[src/rtl/ifu_wide.sv]
// Wide fetch unit: group-aligned I-cache lookup, miss handling, decoded instruction FIFO.
// Build with IFU_BTFN_PRED_EN to predict backward conditional branches taken.
module ifu_wide #(
  parameter int ADDR_WIDTH  = 32,
  parameter int INSTR_WIDTH = 32,
  parameter int FETCH_WIDTH = 2,
  parameter int IFIFO_DEPTH = 8,
  parameter logic [ADDR_WIDTH-1:0] RESET_PC = '0
) (
  input  logic                               clk,
  input  logic                               rst,
  input  logic [ADDR_WIDTH-1:0]              recovery_PC,
  input  logic                               recovery_PC_valid,
  output logic [ADDR_WIDTH-1:0]              icache_addr,
  input  logic                               icache_hit,
  input  logic [FETCH_WIDTH*INSTR_WIDTH-1:0] icache_data,
  output logic                               icache_fill,
  output logic                               mem_req_valid,
  input  logic                               mem_req_ready,
  output logic [ADDR_WIDTH-1:0]              mem_req_addr,
  input  logic                               mem_resp_valid,
  input  logic                               dispatch_ready,
  output logic                               instr_valid,
  output logic [INSTR_WIDTH+2*ADDR_WIDTH+1:0] instr_data
);
  localparam int EW  = INSTR_WIDTH + 2*ADDR_WIDTH + 2;
  localparam int PW  = $clog2(IFIFO_DEPTH);
  localparam int CW  = PW + 1;
  localparam int SW  = (FETCH_WIDTH > 1) ? $clog2(FETCH_WIDTH) : 1;
  localparam int IB  = INSTR_WIDTH / 8;
  localparam int IBS = $clog2(IB);
  localparam logic [ADDR_WIDTH-1:0] GRP = ADDR_WIDTH'(FETCH_WIDTH * IB);

  localparam logic [2:0] FETCH     = 3'd0;
  localparam logic [2:0] MISS_REQ  = 3'd1;
  localparam logic [2:0] MISS_WAIT = 3'd2;
  localparam logic [2:0] FILL      = 3'd3;
  localparam logic [2:0] DRAIN     = 3'd4;

  logic [2:0] state_q, state_d;
  logic [ADDR_WIDTH-1:0] pc_q, pc_d;
  logic [ADDR_WIDTH-1:0] maddr_q, maddr_d;
  logic [PW-1:0] wr_q, wr_d, rd_q, rd_d;
  logic [CW-1:0] cnt_q, cnt_d;
  logic [EW-1:0] mem_q [IFIFO_DEPTH];

  logic [ADDR_WIDTH-1:0] grp_pc, seq_pc, nxt_pc;
  logic [SW-1:0] start;
  logic [CW-1:0] n_enq, free_n;
  logic [FETCH_WIDTH-1:0] slot_en;
  logic [EW-1:0] ent [FETCH_WIDTH];
  logic [PW-1:0] off [FETCH_WIDTH];
  logic fetch_go, deq, room, req, fill;

  logic [INSTR_WIDTH-1:0] ins;
  logic [ADDR_WIDTH-1:0] spc, tgt, jimm, bimm;
  logic is_jal, is_br, pred, stop;

  assign grp_pc      = pc_q & ~(GRP - ADDR_WIDTH'(1));
  assign seq_pc      = grp_pc + GRP;
  assign start       = SW'((pc_q >> IBS) & ADDR_WIDTH'(FETCH_WIDTH - 1));
  assign icache_addr = grp_pc;
  assign mem_req_addr = maddr_q;
  assign instr_valid = !rst && (cnt_q != '0);
  assign instr_data  = mem_q[rd_q];
  assign deq         = instr_valid && dispatch_ready;
  // A same-cycle dequeue frees a slot for this cycle's group.
  assign free_n = CW'(IFIFO_DEPTH) - cnt_q + CW'(deq);
  assign room   = free_n >= CW'(FETCH_WIDTH);
  assign fetch_go = (state_q == FETCH) && icache_hit && room &&
                    !recovery_PC_valid;

  always_comb begin
    stop = 1'b0;
    n_enq = '0;
    nxt_pc = seq_pc;
    slot_en = '0;
    ins = '0;
    spc = '0;
    tgt = '0;
    jimm = '0;
    bimm = '0;
    is_jal = 1'b0;
    is_br = 1'b0;
    pred = 1'b0;
    for (int k = 0; k < FETCH_WIDTH; k++) begin
      ins = icache_data[k*INSTR_WIDTH +: INSTR_WIDTH];
      spc = grp_pc + ADDR_WIDTH'(k * IB);
      jimm = {{(ADDR_WIDTH-21){ins[31]}}, ins[31], ins[19:12],
              ins[20], ins[30:21], 1'b0};
      bimm = {{(ADDR_WIDTH-13){ins[31]}}, ins[31], ins[7],
              ins[30:25], ins[11:8], 1'b0};
      is_jal = ins[6:0] == 7'b1101111;
      is_br  = ins[6:0] == 7'b1100011;
`ifdef IFU_BTFN_PRED_EN
      pred = is_jal || (is_br && ins[31]);
`else
      pred = is_jal;
`endif
      tgt = is_jal ? spc + jimm : (is_br ? spc + bimm : '0);
      ent[k] = {ins, spc, is_br, pred, tgt};
      off[k] = PW'(n_enq);
      if (fetch_go && (k >= int'(start)) && !stop) begin
        slot_en[k] = 1'b1;
        n_enq = n_enq + CW'(1);
        if (pred) begin
          stop = 1'b1;
          nxt_pc = tgt;
        end
      end
    end
  end

  always_comb begin
    state_d = state_q;
    pc_d = pc_q;
    maddr_d = maddr_q;
    req = 1'b0;
    fill = 1'b0;
    unique case (state_q)
      FETCH: begin
        if (!icache_hit) begin
          maddr_d = grp_pc;
          state_d = MISS_REQ;
        end else if (fetch_go) begin
          pc_d = nxt_pc;
        end
      end
      MISS_REQ: begin
        req = 1'b1;
        if (mem_req_ready) state_d = MISS_WAIT;
      end
      MISS_WAIT: begin
        if (mem_resp_valid) begin
          fill = 1'b1;
          state_d = FILL;
        end
      end
      FILL: state_d = FETCH;
      DRAIN: begin
        if (mem_resp_valid) begin
          fill = 1'b1;
          state_d = FETCH;
        end
      end
      default: state_d = FETCH;
    endcase
    // pc_q doubles as the saved redirect target while draining.
    if (recovery_PC_valid) begin
      pc_d = recovery_PC;
      unique case (state_q)
        MISS_REQ:  state_d = mem_req_ready ? DRAIN : FETCH;
        MISS_WAIT: state_d = mem_resp_valid ? FETCH : DRAIN;
        DRAIN:     state_d = mem_resp_valid ? FETCH : DRAIN;
        default:   state_d = FETCH;
      endcase
    end
  end

  assign mem_req_valid = req && !rst;
  assign icache_fill   = fill && !rst;

  always_comb begin
    wr_d  = wr_q + PW'(n_enq);
    rd_d  = rd_q + PW'(deq);
    cnt_d = cnt_q + n_enq - CW'(deq);
    if (recovery_PC_valid) begin
      wr_d  = '0;
      rd_d  = '0;
      cnt_d = '0;
    end
  end

  always_ff @(posedge clk) begin
    if (rst) begin
      state_q <= FETCH;
      pc_q    <= RESET_PC;
      maddr_q <= '0;
      wr_q    <= '0;
      rd_q    <= '0;
      cnt_q   <= '0;
    end else begin
      state_q <= state_d;
      pc_q    <= pc_d;
      maddr_q <= maddr_d;
      wr_q    <= wr_d;
      rd_q    <= rd_d;
      cnt_q   <= cnt_d;
    end
  end

  always_ff @(posedge clk) begin
    for (int k = 0; k < FETCH_WIDTH; k++)
      if (slot_en[k]) mem_q[wr_q + off[k]] <= ent[k];
  end
endmodule

[config.mk]
export PLATFORM = sky130hd
export DESIGN_NAME = ifu_wide
export DESIGN_NICKNAME = d
export VERILOG_FILES = /design/src/rtl/ifu_wide.sv
export SDC_FILE = /design/constraint.sdc
export NUM_CORES = 2
export LEC_CHECK = 0
export ABC_AREA = 0
export CELL_PAD_IN_SITES_DETAIL_PLACEMENT = 0
export CELL_PAD_IN_SITES_GLOBAL_PLACEMENT = 2
export CORE_MARGIN = 4
export CORE_UTILIZATION = 44
export DETAILED_ROUTE_END_ITERATION = 10
export HOLD_SLACK_MARGIN = 0.15
export PLACE_DENSITY_LB_ADDON = 0.1
export SLEW_MARGIN = 20
export SYNTH_ARGS = -nofsm -noshare
export SYNTH_HDL_FRONTEND = slang
export SYNTH_SLANG_ARGS = --single-unit
[constraint.sdc]
create_clock -name clk -period 18.33 [get_ports clk]
set_clock_uncertainty 0.05 [all_clocks]
set_input_delay 1.833 -clock clk [delete_from_list [all_inputs] [get_ports clk]]
set_output_delay 1.833 -clock clk [all_outputs]
set_load 0.02 [all_outputs]
==> summary.md <==
| Metric | Value |
|---|---|
| WL/cell | `31.0 um` |
| Die Wd | `335 um` |
| CTS Buf Count | `93` |
| CTS H-Tree Depth | `3` |
| Share of power burned in registers | `43.0%` |
| Post-DP HPWL | `111000 um` |
| Ys flop type | `edfxtp_1` |
| Vias in the first global route | `34771` |
| Fmax | `115 MHz` |
| WP buf/inv | `7` |
| Hold WC Path Type | `reg -> reg` |
| Seq cells post-synth | `832` |
| Final instance area | `0.0536 mm^2` |
| GPL Wtd Cong | `0.917` |
| Hold depth | `2` |
| Final Hold Viols | `0` |
| First-pass GRT wire length | `252000 um` |
| Worst Setup Path Type | `in -> reg` |
| Setup violators final | `0` |
| CTS clk-pin slew, worst paths | `0.06 ns` |
| Worst setup SP type | `input pin` |
| Net switching power | `0.00146 W` |
| Reg-to-reg startpoint | `cnt_q[2]` |
| Drt pass-1 iters | `6` |
| Clk Tree Root Cell | `clkbuf_16` |
| CTS tree | `built` |
| R2R Path End | `mem_q[4][85]` |
| Max layer used | `met5` |
| Maximum fanout along the worst path | `54` |
| Area Growth Syn to Fin | `14.0%` |
| Die Y | `335 um` |
| HP Start | `mem_q[7][36]` |
| Async SR Flop Fraction | `0%` |
| Maximum vdd ir drop | `94.0 uV` |
| Crit-path cells | `buf_2, a31oi_1, nand2_1, ha_1, inv_1, ha_1, nor2b_1, a31oi_1, o21a_1, buf_4, nand2_1, nor2_1, ha_1, ha_1, nor4_2, buf_4, nor2_4, buf_4, inv_4, buf_4` |
| Residual DRC | `0` |
| Initial antenna violation count | `7` |
| Postcts setup bufs | `0` |
| Placed Cells incl. Taps | `5482` |
| Cell Area, Synth | `0.0470 mm^2` |
| Setup TNS | `0 ns` |
| M1 wire length | `74300 um` |
| Total number of vias | `36183` |
| Detailed router's first-iteration violation count | `4374` |
| EDFF count, synth | `752` |
| NumNets Final | `4388` |
| Num rows | `119` |
| Core Area | `0.106 mm^2` |
| Slew margin rel. | `20.7%` |
| RSZ-0062 raised after global routing | `false` |
| Slew Limit Fails | `0` |
| Final hold slack | `0.395 ns` |
| CTS resizes | `0` |
| Area after DPL | `0.0505 mm^2` |
| Antenna-violating nets left | `0` |
| Post-layout min period | `8.68 ns` |
| Netlist cell types | `102` |
| Fillers | `9390` |
| Syn Inst Count | `4146` |
| Register area share after synthesis | `51.5%` |
| Synth warn | `0` |
| Hold EP | `mem_q[7][36]` |
| Pin count of the biggest net entering global routing | `109` |
| Fin cells | `5658` |
| Final design utilization | `50.7%` |
| Critical path's slowest cell | `nor4_2` |
| Hold_buf cts | `0` |
| R2R depth | `19` |
| Remaining global-route overflow | `0` |
| Worst slew pin tran | `1.19 ns` |
| Post-synth top cells | `edfxtp_1 (752), nand2_1 (504), clkbuf_1 (304), nand3_1 (257), o21ai_0 (253)` |
| Tcrit/Tclk final | `47.3%` |
| Share of post-route cells with drive strength above 1 | `14.8%` |
| Top cell family by delay on the critical path | `buffers and inverters` |
| Cell accounting for the most synthesized area | `edfxtp_1` |
| Synth area leaders | `edfxtp_1 (48%), mux4_2 (9.1%), nand2_1 (4.0%), dfxtp_1 (3.4%), nand3_1 (2.7%)` |
| Clk sink count | `832` |
| Wire length on met3 | `16400 um` |
| Initial Util | `44.5%` |
| Avg Inst Size Synth | `11.3 um^2` |
| Sw frac | `29.2%` |
| Req. time, crit path | `18.59 ns` |
| PwrDens | `93.6 mW/mm^2` |
| CP Capture Type | `register` |
| Ports | `268` |
| Clock latency on the worst-skew pair | `0.71 ns` |
| Critical path data arrival time | `8.94 ns` |
| Flop2flop setup slack | `10.53 ns` |
| Clock power frac | `37.4%` |
| WL final | `176000 um` |
| Power share of the combinational group | `19.6%` |
| Most frequent cell after synthesis | `edfxtp_1` |
| Status | `complete, no violations` |
| Clock buffer depth | `3` |
| Internal power | `0.00355 W` |
| P_leak | `17.5 nW` |
| Tot GR Track Use | `30.8%` |
| Vias per Instance | `6.40` |
| Port Buf Inserts | `256` |
| Die area | `0.112 mm^2` |
| Max-cap violation count | `0` |
| Post-synth top area share | `48.1%` |
| Met2 wire len | `79900 um` |
| Critical Path Max Stage Delay | `0.76 ns` |
routing by layer:
metal,track usage [%],vias up
met3,6.20,242
met2,47.8,1853
met4,8.50,8
met5,0.255,-
li1,-,15768
met1,44.2,18312
area by class of cell:
class | count | area [um^2] | share of cell area, %
diodes | 3 | 7.51 | 0.0140
clock buffers | 122 | 2460 | 4.59
clock inverters | 51 | 559 | 1.04
inverters | 60 | 233 | 0.434
multi-input cells | 2828 | 21000 | 39.1
flip-flops and latches | 832 | 24200 | 45.2
well taps | 1391 | 1740 | 3.25
repair buffers | 371 | 3430 | 6.41
flip-flops by register name, indices dropped and copies added, names as in the netlist:
signal and count:
rd_q 3, pc_q 30, wr_q 3, cnt_q 4
state_q 3, mem_req_addr 29, mem_q 760
cell usage in the layout (no fill, tap or decap), types with 98 or more instances in the layout:
master             n
and2_1           147
a22o_1           122
buf_4            114
mux2_2            98
nand2_1          496
nand3_1          253
edfxtp_1         752
clkdlybuf4s50_1  255
o22ai_1          128
mux4_2           190
nor2_1           140
o21ai_0          253
a21oi_1          190
metrics by stage:
| stage | setup slack (ns) | total power (W) |
|---|---|---|
| 2_1_floorplan | 9.90 | 0.00278 |
| 3_3_place_gp | 9.01 | 0.00316 |
| 3_5_place_dp | 8.99 | 0.00316 |
| 4_1_cts | 9.75 | 0.00503 |
| 5_1_grt | 9.30 | 0.00518 |
| 6_report | 9.65 | 0.00501 |
worst register-to-register path: cells and delay by family, from the launching register on:
kind | cells | cell delay (ns)
AO/OA/AOI/OAI | 3 | 0.68
adder cells (fa/ha/maj) | 4 | 1.07
buffers and inverters | 6 | 2.95
flip-flops | 1 | 0.35
AND/OR/NAND/NOR | 6 | 2.22
power groups by stage:
stage                     registers, W  clock network [W]  logic, W
after CTS                      0.00215            0.00190  0.000973
after floorplan                0.00220                  0  0.000585
after detailed placement       0.00219                  0  0.000969
after global placement         0.00219                  0  0.000970
after global routing           0.00216            0.00197   0.00104
final                          0.00215            0.00188  0.000984
how the worst max path moves through the flow:
stage,depth (start not counted),endpoint,from
after global placement,20,mem_q[4][91],rst
final,20,mem_q[4][85],rst
after detailed placement,20,mem_q[4][91],rst
after CTS,20,mem_q[4][81],rst
after global routing,20,mem_q[4][81],rst
after floorplan,16,mem_q[7][10],rst
kinds of logic after synthesis:
kind of cell	count (synthesis)	synth area share, %
compound gates	1015	14.5
xor+xnor	99	1.85
fa+ha+maj	99	2.73
buf+inv	494	4.51
flops	832	51.5
mux	295	11.6
other cells	1	0.00798
simple gates	1311	13.4
Power figures use the tool's default switching activity.
